<file path="config.mk">
export PLATFORM = sky130hd
export DESIGN_NAME = connect4_line_check
export DESIGN_NICKNAME = d
export VERILOG_FILES = /design/src/rtl/connect4_pkg.sv /design/src/rtl/connect4_line_check.sv
export SDC_FILE = /design/constraint.sdc
export NUM_CORES = 1
export LEC_CHECK = 0
export CORE_MARGIN = 2
export CORE_UTILIZATION = 54
export DETAILED_ROUTE_END_ITERATION = 10
export PLACE_DENSITY = 0.95
export SYNTH_ARGS = -nofsm -noshare
export SYNTH_HDL_FRONTEND = slang
export SYNTH_SLANG_ARGS = --single-unit
</file>
<file path="constraint.sdc">
create_clock -name vclk -period 13.4
set_input_delay 2.68 -clock vclk [all_inputs]
set_output_delay 2.68 -clock vclk [all_outputs]
set_load 0.02 [all_outputs]
</file>
<file path="src/rtl/connect4_pkg.sv">
`default_nettype none
// +----------------------------------------------------------------------------+
// | Module      : connect4_pkg                                                 |
// | Description : Board geometry, cell/direction/state types, index helpers.   |
// | Revision    : 1.0 - initial release                                        |
// +----------------------------------------------------------------------------+
package connect4_pkg;

    localparam int FILAS      = 6;
    localparam int COLUMNAS   = 7;
    localparam int NUM_CELDAS = FILAS * COLUMNAS;
    localparam int NUM_CHECKS = NUM_CELDAS * 4;
    localparam int TAB_W      = NUM_CELDAS * 2;

    typedef enum logic [1:0] {
        VACIA    = 2'b00,
        JUG1     = 2'b01,
        JUG2     = 2'b10,
        INVALIDA = 2'b11
    } celda_t;

    typedef enum logic [1:0] {
        DIR_COL      = 2'd0,
        DIR_FILA     = 2'd1,
        DIR_DIAG_SUB = 2'd2,
        DIR_DIAG_BAJ = 2'd3
    } dir_t;

    typedef enum logic [1:0] {
        IDLE = 2'd0,
        SCAN = 2'd1,
        FIN  = 2'd2
    } estado_t;

    // Returns {fila, col}; row chosen by threshold compares instead of a divider.
    function automatic logic [5:0] idx_a_pos(input logic [5:0] idx);
        logic [2:0] fila;
        logic [5:0] resto;
        fila = 3'd0;
        for (int f = 1; f < FILAS; f++) begin
            if (idx >= 6'(f * COLUMNAS)) begin
                fila = 3'(f);
            end
        end
        resto = idx - 6'({3'b000, fila} * 6'(COLUMNAS));
        return {fila, resto[2:0]};
    endfunction

endpackage
`default_nettype wire

</file>
<file path="src/rtl/connect4_line_check.sv">
`default_nettype none
// +----------------------------------------------------------------------------+
// | Module      : connect4_line_check                                          |
// | Description : Combinational test of one four-cell line from a start cell.  |
// | Revision    : 1.0 - initial release                                        |
// +----------------------------------------------------------------------------+
module connect4_line_check
    import connect4_pkg::*;
(
    input  logic [TAB_W-1:0] tablero,
    input  logic [2:0]       fila,
    input  logic [2:0]       col,
    input  dir_t             dir,
    output logic             hit,
    output logic [1:0]       jugador
);

    // Padded to 64 entries so wrapped indices of out-of-bounds lines stay legal.
    logic [1:0] w_celdas [64];

    genvar gi;
    generate
        for (gi = 0; gi < 64; gi++) begin : g_celdas
            if (gi < NUM_CELDAS) begin : g_valida
                assign w_celdas[gi] = tablero[2*gi +: 2];
            end else begin : g_relleno
                assign w_celdas[gi] = 2'b00;
            end
        end
    endgenerate

    logic [5:0] w_base;
    logic [5:0] w_paso;
    logic [5:0] w_i1;
    logic [5:0] w_i2;
    logic [5:0] w_i3;
    logic       w_en_rango;
    logic [1:0] w_v0;
    logic [1:0] w_v1;
    logic [1:0] w_v2;
    logic [1:0] w_v3;
    logic       w_col_ok;

    assign w_base   = 6'({3'b000, fila} * 6'(COLUMNAS)) + {3'b000, col};
    assign w_col_ok = (col <= 3'(COLUMNAS - 4));

    always_comb begin
        w_paso     = 6'd1;
        w_en_rango = 1'b0;
        case (dir)
            DIR_COL: begin
                w_paso     = 6'd1;
                w_en_rango = w_col_ok;
            end
            DIR_FILA: begin
                w_paso     = 6'(COLUMNAS);
                w_en_rango = (fila <= 3'(FILAS - 4));
            end
            DIR_DIAG_SUB: begin
                w_paso     = 6'(COLUMNAS + 1);
                w_en_rango = w_col_ok && (fila <= 3'(FILAS - 4));
            end
            DIR_DIAG_BAJ: begin
                // Step of -(COLUMNAS-1) in 6-bit modular arithmetic
                w_paso     = 6'(64 - (COLUMNAS - 1));
                w_en_rango = w_col_ok && (fila >= 3'd3);
            end
            default: begin
                w_paso     = 6'd1;
                w_en_rango = 1'b0;
            end
        endcase
    end

    assign w_i1 = w_base + w_paso;
    assign w_i2 = w_i1 + w_paso;
    assign w_i3 = w_i2 + w_paso;

    assign w_v0 = w_celdas[w_base];
    assign w_v1 = w_celdas[w_i1];
    assign w_v2 = w_celdas[w_i2];
    assign w_v3 = w_celdas[w_i3];

    assign hit = w_en_rango
              && (w_v0 == w_v1) && (w_v1 == w_v2) && (w_v2 == w_v3)
              && ((w_v0 == JUG1) || (w_v0 == JUG2));
    assign jugador = hit ? w_v0 : 2'b00;

endmodule
`default_nettype wire

</file>
==> flow_summary_export.csv <==
group,metric,value,unit
floorplan,core-area,0.00733,sq mm
logic_synthesis,ys_top_cells_by_area,"mux4_2 34%, mux4_1 15%, mux2i_1 9.5%, ha_1 8.5%, fa_1 3.4%",
sta,finalHoldViolations,0,
flow_run,drv_cap,0,
final_layout,regArea,0,sq um
clocking,post_cts_buffers,0,
power_and_ir_drop,ir_worst_vdd,0.115,mV
global_routing,grt-ovfl-total,0,
power_and_ir_drop,leakage,2.05,nW
sta,finalSetupViolCount,0,
route,vias_per_cell,7.17,
route,first_pass_iters,5,
sta,fin_crit,12920,ps
floorplan,die_area,0.00835,sq mm
route,top_layer,"met4",
sta,tns,0,ps
global_routing,grt_pass1_wl,19500,microns
final_layout,nFillCells,494,
final_layout,nClkBuffers,0,
logic_synthesis,netlist_area,0.00413,sq mm
critical_path,end_kind,"primary output",
route,wl_met1,4770,microns
critical_path,worst_ep_arrival_time,10240,ps
critical_path,worstSetupPathType,"in -> out",
route,drcViolationCount,0,
placed_design,gp_congestion,1.10,
route,totalWireLength,12300,microns
final_layout,utilization,0.702,
final_layout,synthToLayoutAreaGrowth,24.8,%
placed_design,dp_hpwl,9920,microns
sta,relSlewSlack,0.395,
global_routing,grt_pass1_vias,3719,
floorplan,pin_count,95,
final_layout,seq_cells,0,
final_layout,fin_area,0.00515,sq mm
final_layout,drive_gt1_frac,0.233,
logic_synthesis,synthTopCellsByCount,"63 x mux4_2, 39 x mux2i_1, 28 x ha_1",
route,postRouteAntennaNets,0,
critical_path,cp_max_fo,9,
route,met3_length,1150,microns
power_and_ir_drop,seqPwrFrac,0,
floorplan,die_y,91.4,microns
power_and_ir_drop,combPwrFrac,1.000,
sta,finalCritPeriodShare,0.965,
sta,slew_violations,0,
logic_synthesis,synthCells,334,
power_and_ir_drop,p_int,446,uW
placed_design,port_buffers,95,
power_and_ir_drop,p_per_area,180,mW/mm^2
logic_synthesis,synth.distinct_cells,54,
logic_synthesis,synth_top_area_cell,"mux4_2",
route,drt_iter0_drc,495,
power_and_ir_drop,switching_share,0.520,
logic_synthesis,ys.warnings.count,0,
sta,timing.fmax,77.4,MHz
hold_path,hold_path_class,"in -> out",
sta,rsz0062_at_grt,"false",
logic_synthesis,syn_nets,461,
critical_path,cp.required,10720,ps
global_routing,grt_max_degree,45,
global_routing,antenna_found_initial,0,
logic_synthesis,synth.top_cell.area_share,0.344,
global_routing,grt_use_total,0.293,
floorplan,die_w,91.4,microns
sta,worst_slack,475,ps
status,status,"finished, final reports clean",
power_and_ir_drop,netSwitchingPower,482,uW
floorplan,start_util,0.563,
sta,timing.hold.ws,6860,ps
logic_synthesis,seq_area_frac_synth,0,
placed_design,post_dp_cell_area,0.00514,sq mm
final_layout,layout.nets,546,
floorplan,rows,31,
critical_path,crit_path_start_kind,"primary input",
power_and_ir_drop,p_clk_frac,0,
route,wl_met2,6170,microns
logic_synthesis,synth_most_common_cell,"mux4_2",
final_layout,diodes,0,
route,wl_per_cell,23.9,microns
sta,worstMarginPinSlew,904,ps
logic_synthesis,syn_avg_cell_area,12.4,sq um
route,via_count,3701,
placed_design,place_ws,360,ps
-- worst max-delay path: stages --
cell,delay (ps)
clkdlybuf4s50_1,650
fa_1,510
fa_1,550
inv_1,70
fa_1,420
xor2_2,540
inv_1,160
ha_1,400
xor2_1,200
ha_1,340
o21ai_0,90
nor2_1,390
nor2_1,200
ha_1,370
o21ai_0,120
nor2_1,70
nor2_1,470
mux4_2,400
mux2i_1,140
mux2i_1,160
or4_4,530
a22oi_2,160
clkdlybuf4s50_1,620
-- cells by family after synthesis --
logic type / count (synthesis) / share of synthesized area
compound gates: 53 / 0.0986
xor+xnor: 16 / 0.0494
fa+ha+maj: 35 / 0.119
buf+inv: 46 / 0.0579
mux: 131 / 0.605
simple gates: 53 / 0.0701
-- cells in the final DEF, fill, tap and decap left out, drive strengths merged, types with 5 or more instances in the layout --
| cell | instances |
|---|---|
| a211oi | 5 |
| nor3b | 5 |
| clkdlybuf4s50 | 95 |
| nor2 | 20 |
| xnor2 | 7 |
| a21oi | 11 |
| a21o | 6 |
| buf | 12 |
| xor2 | 6 |
| ha | 28 |
| nand2 | 6 |
| mux2 | 5 |
| mux2i | 39 |
| fa | 7 |
| mux4 | 87 |
| inv | 22 |
| o21ai | 6 |
-- layer usage --
metal,vias up,track usage
li1,1595,-
met1,1825,0.415
met2,252,0.501
met3,29,0.0324
met4,0,0.0391
met5,-,0
-- timing repair --
action                     CTS  global route
hold buffers                 0             0
setup endpoints to repair    0             3
gates resized for setup      0             1
-- final timing paths --
kind              slack [ps]  startpoint    endpoint  cells past startpoint
setup / recovery         480     fila[1]         hit                     23
hold / removal          6860      col[2]  jugador[1]                      6
-- per-stage QoR --
step	cells	total power [mW]
after global routing	516	0.973
after CTS	516	0.900
after floorplan	334	0.678
after global placement	516	0.874
after detailed placement	516	0.896
final	516	0.928
-- power by group through the flow --
stage	Sequential, mW	Combinational, mW	Clock [mW]
2_1_floorplan	0	0.678	0
3_3_place_gp	0	0.874	0
3_5_place_dp	0	0.896	0
4_1_cts	0	0.900	0
5_1_grt	0	0.973	0
6_report	0	0.928	0
-- layout make-up --
| class | count | area [sq um] | share of cell area |
|---|---|---|---|
| inverter | 22 | 82.6 | 0.0160 |
| tap | 99 | 124 | 0.0241 |
| timing repair buffer | 107 | 1040 | 0.202 |
| multi-input combinational | 288 | 3900 | 0.758 |
No activity file was read; power rests on OpenSTA's default activity.
